### config.mk
export PLATFORM = sky130hd
export DESIGN_NAME = seg_scan_driver
export DESIGN_NICKNAME = d
export VERILOG_FILES = /design/src/rtl/seg_pkg.sv /design/src/rtl/seg_scan_prescaler.sv /design/src/rtl/seg_scan_driver.sv
export SDC_FILE = /design/constraint.sdc
export NUM_CORES = 1
export LEC_CHECK = 0
export ABC_AREA = 1
export BUFFER_PORTS_ARGS = -buffer_cell sky130_fd_sc_hd__buf_2
export CAP_MARGIN = 20
export CORE_MARGIN = 1
export CORE_UTILIZATION = 30
export DETAILED_ROUTE_END_ITERATION = 12
export MAX_ROUTING_LAYER = met4
export PLACE_DENSITY = 0.53
export SETUP_SLACK_MARGIN = 0.02
export SLEW_MARGIN = 20
export SYNTH_ARGS = -nofsm -noshare
export SYNTH_HDL_FRONTEND = slang
export SYNTH_SLANG_ARGS = --single-unit
### constraint.sdc
create_clock -name clk -period 2.5 [get_ports clk]
set_input_delay 0.375 -clock clk [delete_from_list [all_inputs] [get_ports clk]]
set_output_delay 0.375 -clock clk [all_outputs]
set_load 0.005 [all_outputs]
### src/rtl/seg_pkg.sv
// -----------------------------------------------------------------------------
// seg_pkg
//   Shared definitions for the multiplexed seven-segment scan driver.
//   Contents:
//     SEG_OFF    - all segments dark in active-low encoding (bit 6 = a).
//     hex_to_seg - 16-entry hex nibble to segment table, active-low, a..g.
//     idx_width  - bit width of a digit index for a given digit count.
// -----------------------------------------------------------------------------
package seg_pkg;

  localparam logic [6:0] SEG_OFF = 7'b1111111;

  // Active-low glyphs, bit 6 = segment a ... bit 0 = segment g.
  function automatic logic [6:0] hex_to_seg(input logic [3:0] nib);
    logic [6:0] s;
    case (nib)
      4'h0: s = 7'b0000001;
      4'h1: s = 7'b1001111;
      4'h2: s = 7'b0010010;
      4'h3: s = 7'b0000110;
      4'h4: s = 7'b1001100;
      4'h5: s = 7'b0100100;
      4'h6: s = 7'b0100000;
      4'h7: s = 7'b0001111;
      4'h8: s = 7'b0000000;
      4'h9: s = 7'b0000100;
      4'hA: s = 7'b0001000;
      4'hB: s = 7'b1100000;
      4'hC: s = 7'b0110001;
      4'hD: s = 7'b1000010;
      4'hE: s = 7'b0110000;
      default: s = 7'b0111000; // 4'hF
    endcase
    return s;
  endfunction

  // A single-digit display still needs a one-bit index register.
  function automatic int idx_width(input int n);
    return (n <= 1) ? 1 : $clog2(n);
  endfunction

endpackage

### src/rtl/seg_scan_prescaler.sv
// -----------------------------------------------------------------------------
// seg_scan_prescaler
//   Free-running divider that marks the last clock of every digit slot.
//   Ports:
//     clk     - clock, rising edge.
//     reset_n - asynchronous active-low reset (counter to 0).
//     tick    - high while the counter sits at CLK_DIV-1 (combinational).
//   Parameters:
//     CLK_DIV - clock cycles per digit slot, minimum 2.
// -----------------------------------------------------------------------------
module seg_scan_prescaler #(
  parameter int CLK_DIV = 50000
) (
  input  logic clk,
  input  logic reset_n,
  output logic tick
);

  localparam int              CNT_W = $clog2(CLK_DIV);
  localparam logic [CNT_W-1:0] LAST = CNT_W'(CLK_DIV - 1);

  logic [CNT_W-1:0] r_count;

  assign tick = (r_count == LAST);

  // The >= compare folds any unreachable count value back to 0.
  always_ff @(posedge clk or negedge reset_n) begin
    if (!reset_n) begin
      r_count <= '0;
    end else if (r_count >= LAST) begin
      r_count <= '0;
    end else begin
      r_count <= r_count + CNT_W'(1);
    end
  end

endmodule

### src/rtl/seg_scan_driver.sv
// -----------------------------------------------------------------------------
// seg_scan_driver
//   Time-multiplexed driver for a DIGITS-wide seven-segment display. A new
//   value is captured on 'load' into a shadow register and only promoted to
//   the displayed (active) register at a frame boundary, so one scan frame
//   never mixes old and new digits.
//
//   Ports:
//     clk        - clock, rising edge.
//     reset_n    - asynchronous active-low reset.
//     data_in    - 4*DIGITS hex nibbles, nibble k -> digit k.
//     dp_in      - decimal point request per digit.
//     load       - single-cycle capture strobe for data_in/dp_in.
//     blank      - level, forces the display dark (scan keeps running).
//     seg        - segments a..g, bit 6 = a, registered.
//     dp         - decimal point of the current digit, registered.
//     en         - digit enables, at most one active, registered.
//     frame_done - one-cycle pulse after the last slot of each frame.
//     pending    - a loaded value is waiting for the frame boundary.
//
//   Parameters: DIGITS (1..8), CLK_DIV (>=2), ACTIVE_LOW (1 = outputs
//   active-low, 0 = seg/dp/en all inverted).
//
//   Build option: define SEG_SCAN_LZB_EN for leading-zero blanking.
// -----------------------------------------------------------------------------
module seg_scan_driver
  import seg_pkg::*;
#(
  parameter int DIGITS     = 4,
  parameter int CLK_DIV    = 50000,
  parameter int ACTIVE_LOW = 1
) (
  input  logic                  clk,
  input  logic                  reset_n,
  input  logic [4*DIGITS-1:0]   data_in,
  input  logic [DIGITS-1:0]     dp_in,
  input  logic                  load,
  input  logic                  blank,
  output logic [6:0]            seg,
  output logic                  dp,
  output logic [DIGITS-1:0]     en,
  output logic                  frame_done,
  output logic                  pending
);

  localparam int               IDX_W    = idx_width(DIGITS);
  localparam logic [IDX_W-1:0] IDX_LAST = IDX_W'(DIGITS - 1);

  // Internal encoding is active-low; INV flips everything for active-high.
  localparam logic              INV      = (ACTIVE_LOW == 0);
  localparam logic [6:0]        SEG_DARK = SEG_OFF ^ {7{INV}};
  localparam logic              DP_DARK  = 1'b1 ^ INV;
  localparam logic [DIGITS-1:0] EN_DARK  = {DIGITS{~INV}};

  logic                  w_tick;
  logic                  w_boundary;

  logic [IDX_W-1:0]      r_idx;
  logic                  r_frame_done;
  logic [4*DIGITS-1:0]   r_active_data;
  logic [DIGITS-1:0]     r_active_dp;
  logic [4*DIGITS-1:0]   r_shadow_data;
  logic [DIGITS-1:0]     r_shadow_dp;
  logic                  r_pending;
  logic                  r_live;

  logic [6:0]            r_seg;
  logic                  r_dp;
  logic [DIGITS-1:0]     r_en;

  logic [DIGITS-1:0]     w_onehot;
  logic [3:0]            w_nib;
  logic                  w_dp_sel;
  logic                  w_digit_on;
  logic                  w_lz_dark;
  logic                  w_show;
  logic [6:0]            w_seg_next;
  logic                  w_dp_next;
  logic [DIGITS-1:0]     w_en_next;

  // ---------------------------------------------------------------------------
  // Slot timing
  // ---------------------------------------------------------------------------
  seg_scan_prescaler #(
    .CLK_DIV (CLK_DIV)
  ) u_prescaler (
    .clk     (clk),
    .reset_n (reset_n),
    .tick    (w_tick)
  );

  assign w_boundary = w_tick && (r_idx == IDX_LAST);

  // Index values above DIGITS-1 (non-power-of-2 DIGITS) return to 0 on tick.
  always_ff @(posedge clk or negedge reset_n) begin
    if (!reset_n) begin
      r_idx <= '0;
    end else if (w_tick) begin
      if (r_idx >= IDX_LAST) begin
        r_idx <= '0;
      end else begin
        r_idx <= r_idx + IDX_W'(1);
      end
    end
  end

  always_ff @(posedge clk or negedge reset_n) begin
    if (!reset_n) begin
      r_frame_done <= 1'b0;
    end else begin
      r_frame_done <= w_boundary;
    end
  end

  // ---------------------------------------------------------------------------
  // Shadow / active capture. A load on the boundary bypasses the shadow so
  // the freshest value wins and nothing is left pending.
  // ---------------------------------------------------------------------------
  always_ff @(posedge clk or negedge reset_n) begin
    if (!reset_n) begin
      r_active_data <= '0;
      r_active_dp   <= '0;
      r_shadow_data <= '0;
      r_shadow_dp   <= '0;
      r_pending     <= 1'b0;
    end else if (load && w_boundary) begin
      r_active_data <= data_in;
      r_active_dp   <= dp_in;
      r_pending     <= 1'b0;
    end else if (load) begin
      r_shadow_data <= data_in;
      r_shadow_dp   <= dp_in;
      r_pending     <= 1'b1;
    end else if (w_boundary && r_pending) begin
      r_active_data <= r_shadow_data;
      r_active_dp   <= r_shadow_dp;
      r_pending     <= 1'b0;
    end
  end

  // Display stays dark after reset until the first frame boundary, so the
  // first lit slot is always digit 0 at the start of a whole frame.
  always_ff @(posedge clk or negedge reset_n) begin
    if (!reset_n) begin
      r_live <= 1'b0;
    end else if (w_boundary) begin
      r_live <= 1'b1;
    end
  end

  // ---------------------------------------------------------------------------
  // Digit select
  // ---------------------------------------------------------------------------
  generate
    for (genvar gi = 0; gi < DIGITS; gi++) begin : g_onehot
      assign w_onehot[gi] = (r_idx == IDX_W'(gi));
    end
  endgenerate

  // An out-of-range index matches no bit, so no digit gets enabled.
  assign w_digit_on = |w_onehot;

  always_comb begin
    w_nib    = 4'h0;
    w_dp_sel = 1'b0;
    for (int k = 0; k < DIGITS; k++) begin
      if (w_onehot[k]) begin
        w_nib    = r_active_data[4*k +: 4];
        w_dp_sel = r_active_dp[k];
      end
    end
  end

`ifdef SEG_SCAN_LZB_EN
  // Digit k is a leading zero when it and every higher digit carry a zero
  // nibble and no decimal point. Digit 0 always shows.
  logic [DIGITS-1:0] w_lz_vec;

  generate
    for (genvar gi = 0; gi < DIGITS; gi++) begin : g_lzb
      if (gi == 0) begin : g_first
        assign w_lz_vec[gi] = 1'b0;
      end else begin : g_upper
        assign w_lz_vec[gi] = (r_active_data[4*DIGITS-1:4*gi] == '0) &&
                              (r_active_dp[DIGITS-1:gi] == '0);
      end
    end
  endgenerate

  assign w_lz_dark = |(w_onehot & w_lz_vec);
`else
  assign w_lz_dark = 1'b0;
`endif

  // ---------------------------------------------------------------------------
  // Output register: one cycle behind the index it was computed from.
  // ---------------------------------------------------------------------------
  assign w_show     = r_live && !blank && w_digit_on && !w_lz_dark;
  assign w_seg_next = w_show ? (hex_to_seg(w_nib) ^ {7{INV}}) : SEG_DARK;
  assign w_dp_next  = w_show ? ((~w_dp_sel) ^ INV) : DP_DARK;
  assign w_en_next  = w_show ? ((~w_onehot) ^ {DIGITS{INV}}) : EN_DARK;

  always_ff @(posedge clk or negedge reset_n) begin
    if (!reset_n) begin
      r_seg <= SEG_DARK;
      r_dp  <= DP_DARK;
      r_en  <= EN_DARK;
    end else begin
      r_seg <= w_seg_next;
      r_dp  <= w_dp_next;
      r_en  <= w_en_next;
    end
  end

  assign seg        = r_seg;
  assign dp         = r_dp;
  assign en         = r_en;
  assign frame_done = r_frame_done;
  assign pending    = r_pending;

endmodule

==> results of run 1 <==
-- cells by family after synthesis --
kind of cell	synth area share, %
fa+ha+maj	3.56
flops	47.6
buf+inv	8.05
compound gates	2.36
xor+xnor	2.72
simple gates	35.7
-- state kept, by name, summed over array words and instances (netlist names) --
register / cells
pending: 1
seg: 7
dp: 1
r_idx: 2
r_live: 1
u_prescaler.r_count: 16
r_shadow_dp: 4
r_active_data: 16
en: 4
r_shadow_data: 16
r_active_dp: 4
frame_done: 1
-- metal layers --
metal | track usage [%] | vias up
met3 | 3.29 | 11
li1 | - | 1652
met1 | 20.5 | 1474
met4 | 6.49 | 0
met2 | 23.2 | 78
met5 | - | -
-- stage by stage --
stage | power (W) | area, µm² | hold slack [ps]
floorplan | 0.00131 | 3870 | 79.4
global placement | 0.00138 | 4220 | 444
detailed placement | 0.00138 | 4220 | 436
CTS | 0.00281 | 4550 | 132
global route | 0.00289 | 4560 | 168
finish | 0.00277 | 4560 | 107
-- placed cells by master (no fill, tap or decap), types with 2 or more instances in the layout --
cell       netlist  final
a21oi_1          5      5
bufinv_16        0      2
dfstp_2         12     12
clkbuf_8         0      2
xor2_1          11     11
nand2_1        194    194
nand3_2          3      3
ha_1            11     10
inv_2            2      2
o21ai_0          9      9
nand4_1          5      5
buf_2            6     37
inv_1           51     51
nand3_1         44     44
buf_4            3      6
dfrtp_1         61     61
clkbuf_16        0      9
or2_2            2      2
nor2_4           2      2
nor2_1          79     78
clkinv_2         0      2
nor2_2           3      4
-- final timing paths --
check                          startpoint                to  slack (ps)  cells after the start
setup / recovery                 r_idx[1]            seg[3]         330                     12
hold / removal                    reset_n  r_shadow_data[6]         110                      1
setup reg to reg                 r_idx[1]            seg[3]         330                     12
hold reg to reg            r_active_dp[3]                dp         450                      1
max in group asynchronous         reset_n            seg[2]        1720                      2
min in group clk                    blank             en[0]         270                      3
-- report_power, final --
| part | total (W) | leakage (nW) | internal [W] | switching, W |
|---|---|---|---|---|
| clock | 0.00141 | 0.162 | 0.000924 | 0.000486 |
| sequential | 0.00123 | 0.923 | 0.00121 | 0.0000144 |
| combinational | 0.000132 | 1.34 | 0.0000483 | 0.0000838 |
-- worst max-delay path: stages (launching register included) --
cell and delay [ps]:
dfrtp_1 400, inv_1 100, ha_1 320, inv_2 110, o21ai_0 150, nor2_1 70
nor2_2 210, inv_1 120, ha_1 260, nand3_1 140, nand2_1 70, nand2_1 50
nand3_1 70
-- area by class of cell --
class | count | area [µm²]
timing repair buffer | 44 | 250
fill | 1374 | 8060
multi-input combinational | 372 | 1720
inverter | 53 | 199
sequential | 73 | 1840
tap | 172 | 215
clock buffer | 11 | 253
clock inverter | 5 | 77.6
==> run metrics, run 1 <==
outcome finished clean; commonest register cell after synthesis dfrtp_1; WP data arrival ~2400 ps; Async S/R FF share, synth between 90% and 100%; Yosys top cell by area dfrtp_1; Critical Path RT 2740 ps; critical path launch point type flip-flop; Die Area approximately 13000 µm²; Netlist cell types 25; met1 wire length around 4.3 mm; num ports 38; Fmax 460 MHz; Final min period 2170 ps; Clock Sink Count 73; main area contributors after synthesis dfrtp_1 39%, nand2_1 19%, dfstp_2 8.2%; Avg Cell Area, Syn 7.51 µm²; Cells after Synth roughly 520; Port-buffer cells 37; mapped cell area between 3000 and 4000 µm²; kind of critical path flip-flop to flip-flop; Worst-Margin Slew around 740 ps; Rows 41; Power per Cell Area 607 nW/µm²; top sig layer met4; 1st-iter DRT viols ~140; relative slew slack between 50% and 60%; Total GRT Usage 15.6%; vias post-DR 3215; Post-Route WL around 8.7 mm; gpl congestion 0.870; HP Class input port to asynchronous set/reset pin; hold_buf cts 0; DP Wirelength 6.20 mm; initial antenna violation count 0; Pleak 2.42 nW; post-CTS setup buffers 0; Final period util between 80% and 90%; Met2 Wirelength 3.90 mm; Die H about 120 µm; vias in the first global route 3092; Core Area 12600 µm²; Area Growth Syn to Fin 17.8%; top cell type's share of synthesized area 39.5%; Num CTS Buffers 9; number of synthesis warnings 0; worst vdd ir 0.320 mV; net count after synthesis between 500 and 600; endpoint class of the critical path flip-flop; crit path max fanout 7; Resized Gates After CTS 0; most common cell in the synthesized netlist nand2_1; Commonest cells post-synth 194 x nand2_1, 79 x nor2_1, 61 x dfrtp_1, 51 x inv_1, 44 x nand3_1; remaining global-route overflow 0; fin. max-slew vios 0; DIE WIDTH 116 µm; Max Root-Sink Buffers 2; Setup TNS Final 0 ps; worst setup margin ~330 ps; Final #Nets 588; Final setup viols 0; sequential share of the synthesized area 47.6%; mean number of vias per cell roughly 4.4; Max-cap violations 0; Clock Latency Late Sink roughly 330 ps; Post-Layout Cell Count 730; RSZ-0062 raised after global routing false; share of cells above drive strength 1 15.9%; first-pass GRT wire length 15.5 mm; post-synthesis register bit count 73; mean routed wirelength per cell 12.0 µm; Place WS 192 ps; largest net degree at the start of global routing roughly 40; DRC viols 0; root buffer cell clkbuf_16; starting density of the core 30.7%; Routed Antenna Nets 0; H-tree levels 3; Worst Skew around 5.6 ps; Clock Pin Slew Worst Setup and Hold Paths 50 ps; DRT Pass-1 Iters 4; Post-Place Cells 714; met3 WL post-DR about 440 µm; antenna diode count 0; Final Util 36.1%; Final Hold Viols 0; CTS tree built; Post-synth EDFFs 0
No activity file was read; power rests on OpenSTA's default activity.
==> inputs of run 2 (changes only) <==
--- a/config.mk
+++ b/config.mk
@@ -8,11 +8,13 @@
 export ABC_AREA = 1
 export BUFFER_PORTS_ARGS = -buffer_cell sky130_fd_sc_hd__buf_2
 export CAP_MARGIN = 20
+export CELL_PAD_IN_SITES_DETAIL_PLACEMENT = 1
+export CELL_PAD_IN_SITES_GLOBAL_PLACEMENT = 2
 export CORE_MARGIN = 1
 export CORE_UTILIZATION = 30
 export DETAILED_ROUTE_END_ITERATION = 12
 export MAX_ROUTING_LAYER = met4
-export PLACE_DENSITY = 0.53
+export PLACE_DENSITY = 0.78
 export SETUP_SLACK_MARGIN = 0.02
 export SLEW_MARGIN = 20
 export SYNTH_ARGS = -nofsm -noshare
==> run 2 against run 1 <==
Compared with the run above: total power is 1.5% lower; die area stayed put; non-clock buffer count is 3 higher; largest cell class unchanged; critical path depth is 2 higher; sequential cell count stayed put; sequential power hardly changed; utilization hardly changed; clock skew is 0.98 ps lower; worst setup slack better by 25 ps; first-iteration DRC count is 42% lower; combinational power hardly changed; global-route usage is 2.3 points higher.
==> run metrics, run 2 (synthesis results as in run 1) <==
Fmax 465 MHz; r2r setup slk approximately 350 ps; WP data arrival approximately 2400 ps; DP Wirelength 6.99 mm; Worst-Margin Slew 935 ps; Worst Skew 4.65 ps; HP Class input port to asynchronous set/reset pin; outcome finished clean; Max-cap violations 0; fin. max-slew vios 0; Post-Route WL between 9 and 10 mm; Resized Gates After CTS 0; Die Area 13400 µm²; antenna diode count 0; DIE WIDTH approximately 120 µm; vias in the first global route 3556; num ports 38; worst setup path endpoint seg[2]; first-pass GRT wire length 17.5 mm; remaining global-route overflow 0; Clock Sink Count 73; Num CTS Buffers 9; Clock Pin Slew Worst Setup and Hold Paths 60 ps; RSZ-0062 raised after global routing false; DRC viols 0; most common cell after layout, fill and taps aside nand2_1; Core Area around 13000 µm²; vias post-DR 3299; fill count between 1500 and 2000; CTS tree built; Final Hold Viols 0; relative slew slack between 30% and 40%; endpoint class of the critical path flip-flop; kind of critical path flip-flop to flip-flop; Max Root-Sink Buffers 2; root buffer cell clkbuf_16; H-tree levels 3; Final min period 2150 ps; Area Growth Syn to Fin 17.6%; footprint of the multi-input gates 1720 µm²; mean number of vias per cell 4.50; starting density of the core 30.7%; largest registers r_active_data: 16 flops, r_shadow_data: 16 flops, u_prescaler.r_count: 16 flops; worst r2r dst seg[2]; crit path max fanout 5; Clock Latency Late Sink approximately 350 ps; FF+latch area roughly 1800 µm²; critical path launch point type flip-flop; Routed Antenna Nets 0; Total GRT Usage 17.8%; crit path from r_idx[0]; worst vdd ir 0.288 mV; post-CTS setup buffers 0; Port-buffer cells 37; DRT Pass-1 Iters 4; Final period util 86.0%; Final Util 36.1%; r2r worst-path depth 14; 1st-iter DRT viols 81; Final #Nets 591; Pleak 2.42 nW; gpl congestion 0.852; initial antenna violation count 0; most frequent cells in the layout 194 x nand2_1, 79 x nor2_1, 61 x dfrtp_1; largest net degree at the start of global routing 72; hold_buf cts 0; mean routed wirelength per cell around 13 µm; Setup TNS Final 0 ps; reg-to-reg startpoint r_idx[0]; Power per Cell Area 599 nW/µm²; Final setup viols 0; share of cells above drive strength 1 16.0%; Critical Path RT roughly 2800 ps; Die H approximately 120 µm; Rows 41
run 2: cell count changes in the layout (fill, tap and decap cells not counted), sizes merged:
cell and change:
clkbuf +1, buf +3, bufinv -1, clkinvlp +1, clkinv -1
run 2: worst min-delay path by stage:
stage,start,endpoint,slack (ps),depth (start not counted)
2_1_floorplan,reset_n,frame_done,80,0
3_3_place_gp,r_active_dp[3],dp,420,1
3_5_place_dp,r_active_dp[3],dp,420,1
4_1_cts,reset_n,u_prescaler.r_count[9],200,1
5_1_grt,reset_n,u_prescaler.r_count[13],230,1
6_report,reset_n,u_prescaler.r_count[9],160,1
run 2: critical path, cell delays in order, from the launching register on:
cell,delay [ps]
dfrtp_1,400
inv_1,120
ha_1,280
inv_1,80
nor2_1,170
nand2_1,70
nand2_1,60
inv_1,50
nand2_1,150
inv_1,90
ha_1,240
nand3_1,150
nor2_1,70
nor2_1,90
nand2_1,60
run 2: final cells by class:
class                           count  area share [%]
Clock buffer                       12            5.86
Clock inverter                      4            1.10
Inverter                           53            4.37
Multi-Input combinational cell    372            37.7
Sequential cell                    73            40.5
Tap cell                          172            4.73
Timing Repair Buffer               47            5.77
run 2: power by group:
part           total (W)  internal, W  switching, W
sequential       0.00123      0.00121     0.0000149
combinational   0.000132    0.0000465     0.0000852
clock            0.00137     0.000852      0.000515
total            0.00273      0.00211      0.000615
run 2: metrics by stage:
step / hold WS (ps) / area (µm²) / std cells / total power, W / setup slack (ps)
5_1_grt: 234 / 4550 / 733 / 0.00285 / 30.9
3_5_place_dp: 424 / 4230 / 717 / 0.00138 / 378
4_1_cts: 202 / 4550 / 733 / 0.00278 / 346
3_3_place_gp: 421 / 4230 / 717 / 0.00138 / 517
2_1_floorplan: 79.4 / 3870 / 515 / 0.00131 / 525
6_report: 157 / 4550 / 733 / 0.00273 / 351
run 2: routing by layer:
metal / up-vias / global-route usage, % / routed length [µm]
li1: 1658 / - / -
met1: 1582 / 21.8 / 4700
met2: 44 / 28.8 / 4720
met3: 15 / 3.61 / 275
met4: 0 / 7.19 / 178
met5: - / - / 0
==> inputs of run 3 (changes only) <==
--- a/config.mk
+++ b/config.mk
@@ -11,10 +11,10 @@
 export CELL_PAD_IN_SITES_DETAIL_PLACEMENT = 1
 export CELL_PAD_IN_SITES_GLOBAL_PLACEMENT = 2
 export CORE_MARGIN = 1
-export CORE_UTILIZATION = 30
+export CORE_UTILIZATION = 34
 export DETAILED_ROUTE_END_ITERATION = 12
 export MAX_ROUTING_LAYER = met4
-export PLACE_DENSITY = 0.78
+export PLACE_DENSITY_LB_ADDON = 0.05
 export SETUP_SLACK_MARGIN = 0.02
 export SLEW_MARGIN = 20
 export SYNTH_ARGS = -nofsm -noshare
==> run 3 against run 2 <==
Compared with the run above: wire length shrank 2.2%; die area down 12%; final area is 1.3% lower; combinational power barely moved; utilization up 4.8 points; worst setup slack lost 26 ps; via count decreased by 1.3%; sequential power barely moved; critical path type unchanged; critical endpoint is now seg[3]; largest cell class unchanged; highest routed layer unchanged.
==> run metrics, run 3 (synthesis results as in run 1) <==
outcome finished clean; fill count roughly 1400; Max-cap violations 0; Die Area approximately 12000 µm²; DP Wirelength between 6 and 7 mm; crit-path cells inv_1 > ha_1 > inv_2 > o21ai_0 > nor2_1 > nor2_2 > inv_1 > ha_1 > nand3_1 > nand2_1 > nand2_1 > nand3_1; most common cell after layout, fill and taps aside nand2_1; Pleak about 2.4 nW; Final period util 87.0%; relative slew slack 54.3%; kind of critical path flip-flop to flip-flop; Num CTS Buffers 9; mean number of vias per cell 4.65; Worst-Margin Slew just under 700 ps; 1st-iter DRT viols 128; num ports 38; Post-Route WL 9.67 mm; DRT Pass-1 Iters 4; Power per Cell Area 589 nW/µm²; WP data arrival about 2400 ps; worst vdd ir 0.313 mV; Port-buffer cells 37; Final setup viols 0; crit path max fanout 7; antenna diode count 0; Slowest-stage cell, CP dfrtp_1; DIE WIDTH around 110 µm; Final Util about two fifths; Rows 38; vias in the first global route about 3300; mean routed wirelength per cell between 10 and 15 µm; DRC viols 0; root buffer cell clkbuf_16; vias post-DR 3256; RSZ-0062 raised after global routing false; HP Class input port to asynchronous set/reset pin; Die H 109 µm; Fmax 460 MHz; Final #Nets 590; Clock Latency Late Sink ~340 ps; remaining global-route overflow 0; Core Area 11000 µm²; most frequent cells in the layout 194 x nand2_1, 78 x nor2_1, 61 x dfrtp_1; Worst Skew roughly 7 ps; starting density of the core 35.2%; fin. max-slew vios 0; endpoint class of the critical path flip-flop; power after layout 0.00264 W; Post-Place Cells 684; Clock Sink Count between 70 and 80; Post-Layout Cell Count 700; Final min period between 2000 and 2500 ps; Total GRT Usage 19.2%; gpl congestion 0.834; CP peak stage delay 400 ps; critical path launch point type flip-flop; largest registers r_active_data: 16 flops, r_shadow_data: 16 flops, u_prescaler.r_count: 16 flops; Clock Pin Slew Worst Setup and Hold Paths 60 ps; initial antenna violation count 0; WP buf/inv 3; post-CTS setup buffers 0; Max Root-Sink Buffers 2; Routed Antenna Nets 0; H-tree levels 3; Critical Path RT about 2800 ps; share of cells above drive strength 1 15.5%; Top delay family on crit path simple AND/OR/NAND/NOR gates; largest net degree at the start of global routing 47; Area Growth Syn to Fin 16.1%; hold_buf cts 0; Setup TNS Final 0 ps; Final Hold Viols 0; CTS tree built; first-pass GRT wire length between 15 and 20 mm
run 3: timing repair:
item,4_1_cts,5_1_grt
hold endpoints to repair,0,0
gates resized for setup,0,1
setup endpoints to repair,0,4
run 3: area by class of cell:
type	instances	area (µm²)	share of cell area [%]
clock buffers	13	250	5.57
clock inverters	3	40.0	0.891
inverters	53	199	4.43
multi-input cells	372	1720	38.2
flip-flops and latches	73	1840	41.0
well taps	140	175	3.90
repair buffers	46	268	5.96
run 3: stage by stage:
stage	worst slack, ps	hold slack, ps	instance area (µm²)
after floorplan	525	79.4	3870
after detailed placement	189	419	4200
after CTS	173	74.1	4490
final	325	56.8	4490
after global placement	333	413	4200
after global routing	95.0	101	4490
run 3: routing by layer:
metal | GRT usage, % | vias up | wire length [µm]
li1 | - | 1656 | -
met1 | 24.9 | 1550 | 4760
met2 | 29.8 | 34 | 4520
met3 | 2.87 | 16 | 186
met4 | 8.40 | 0 | 197
met5 | - | - | 0
run 3: path summary, 6_finish.rpt:
check                               start                       to  slack [ps]  depth (start not counted)
setup / recovery                 r_idx[1]                   seg[3]         320                         12
hold / removal                    reset_n  u_prescaler.r_count[13]          60                          1
setup reg to reg                 r_idx[1]                   seg[3]         320                         12
hold reg to reg            r_active_dp[3]                       dp         430                          1
max in group asynchronous         reset_n         r_active_data[7]        1870                          2
min in group clk                    blank                    en[0]         270                          3
run 3: where the power goes:
group	leakage [nW]	switching [W]	total [W]	internal, W
logic	1.35	0.0000847	0.000132	0.0000478
clock network	0.144	0.000487	0.00128	0.000798
registers	0.923	0.0000151	0.00123	0.00121
total	2.42	0.000586	0.00264	0.00206
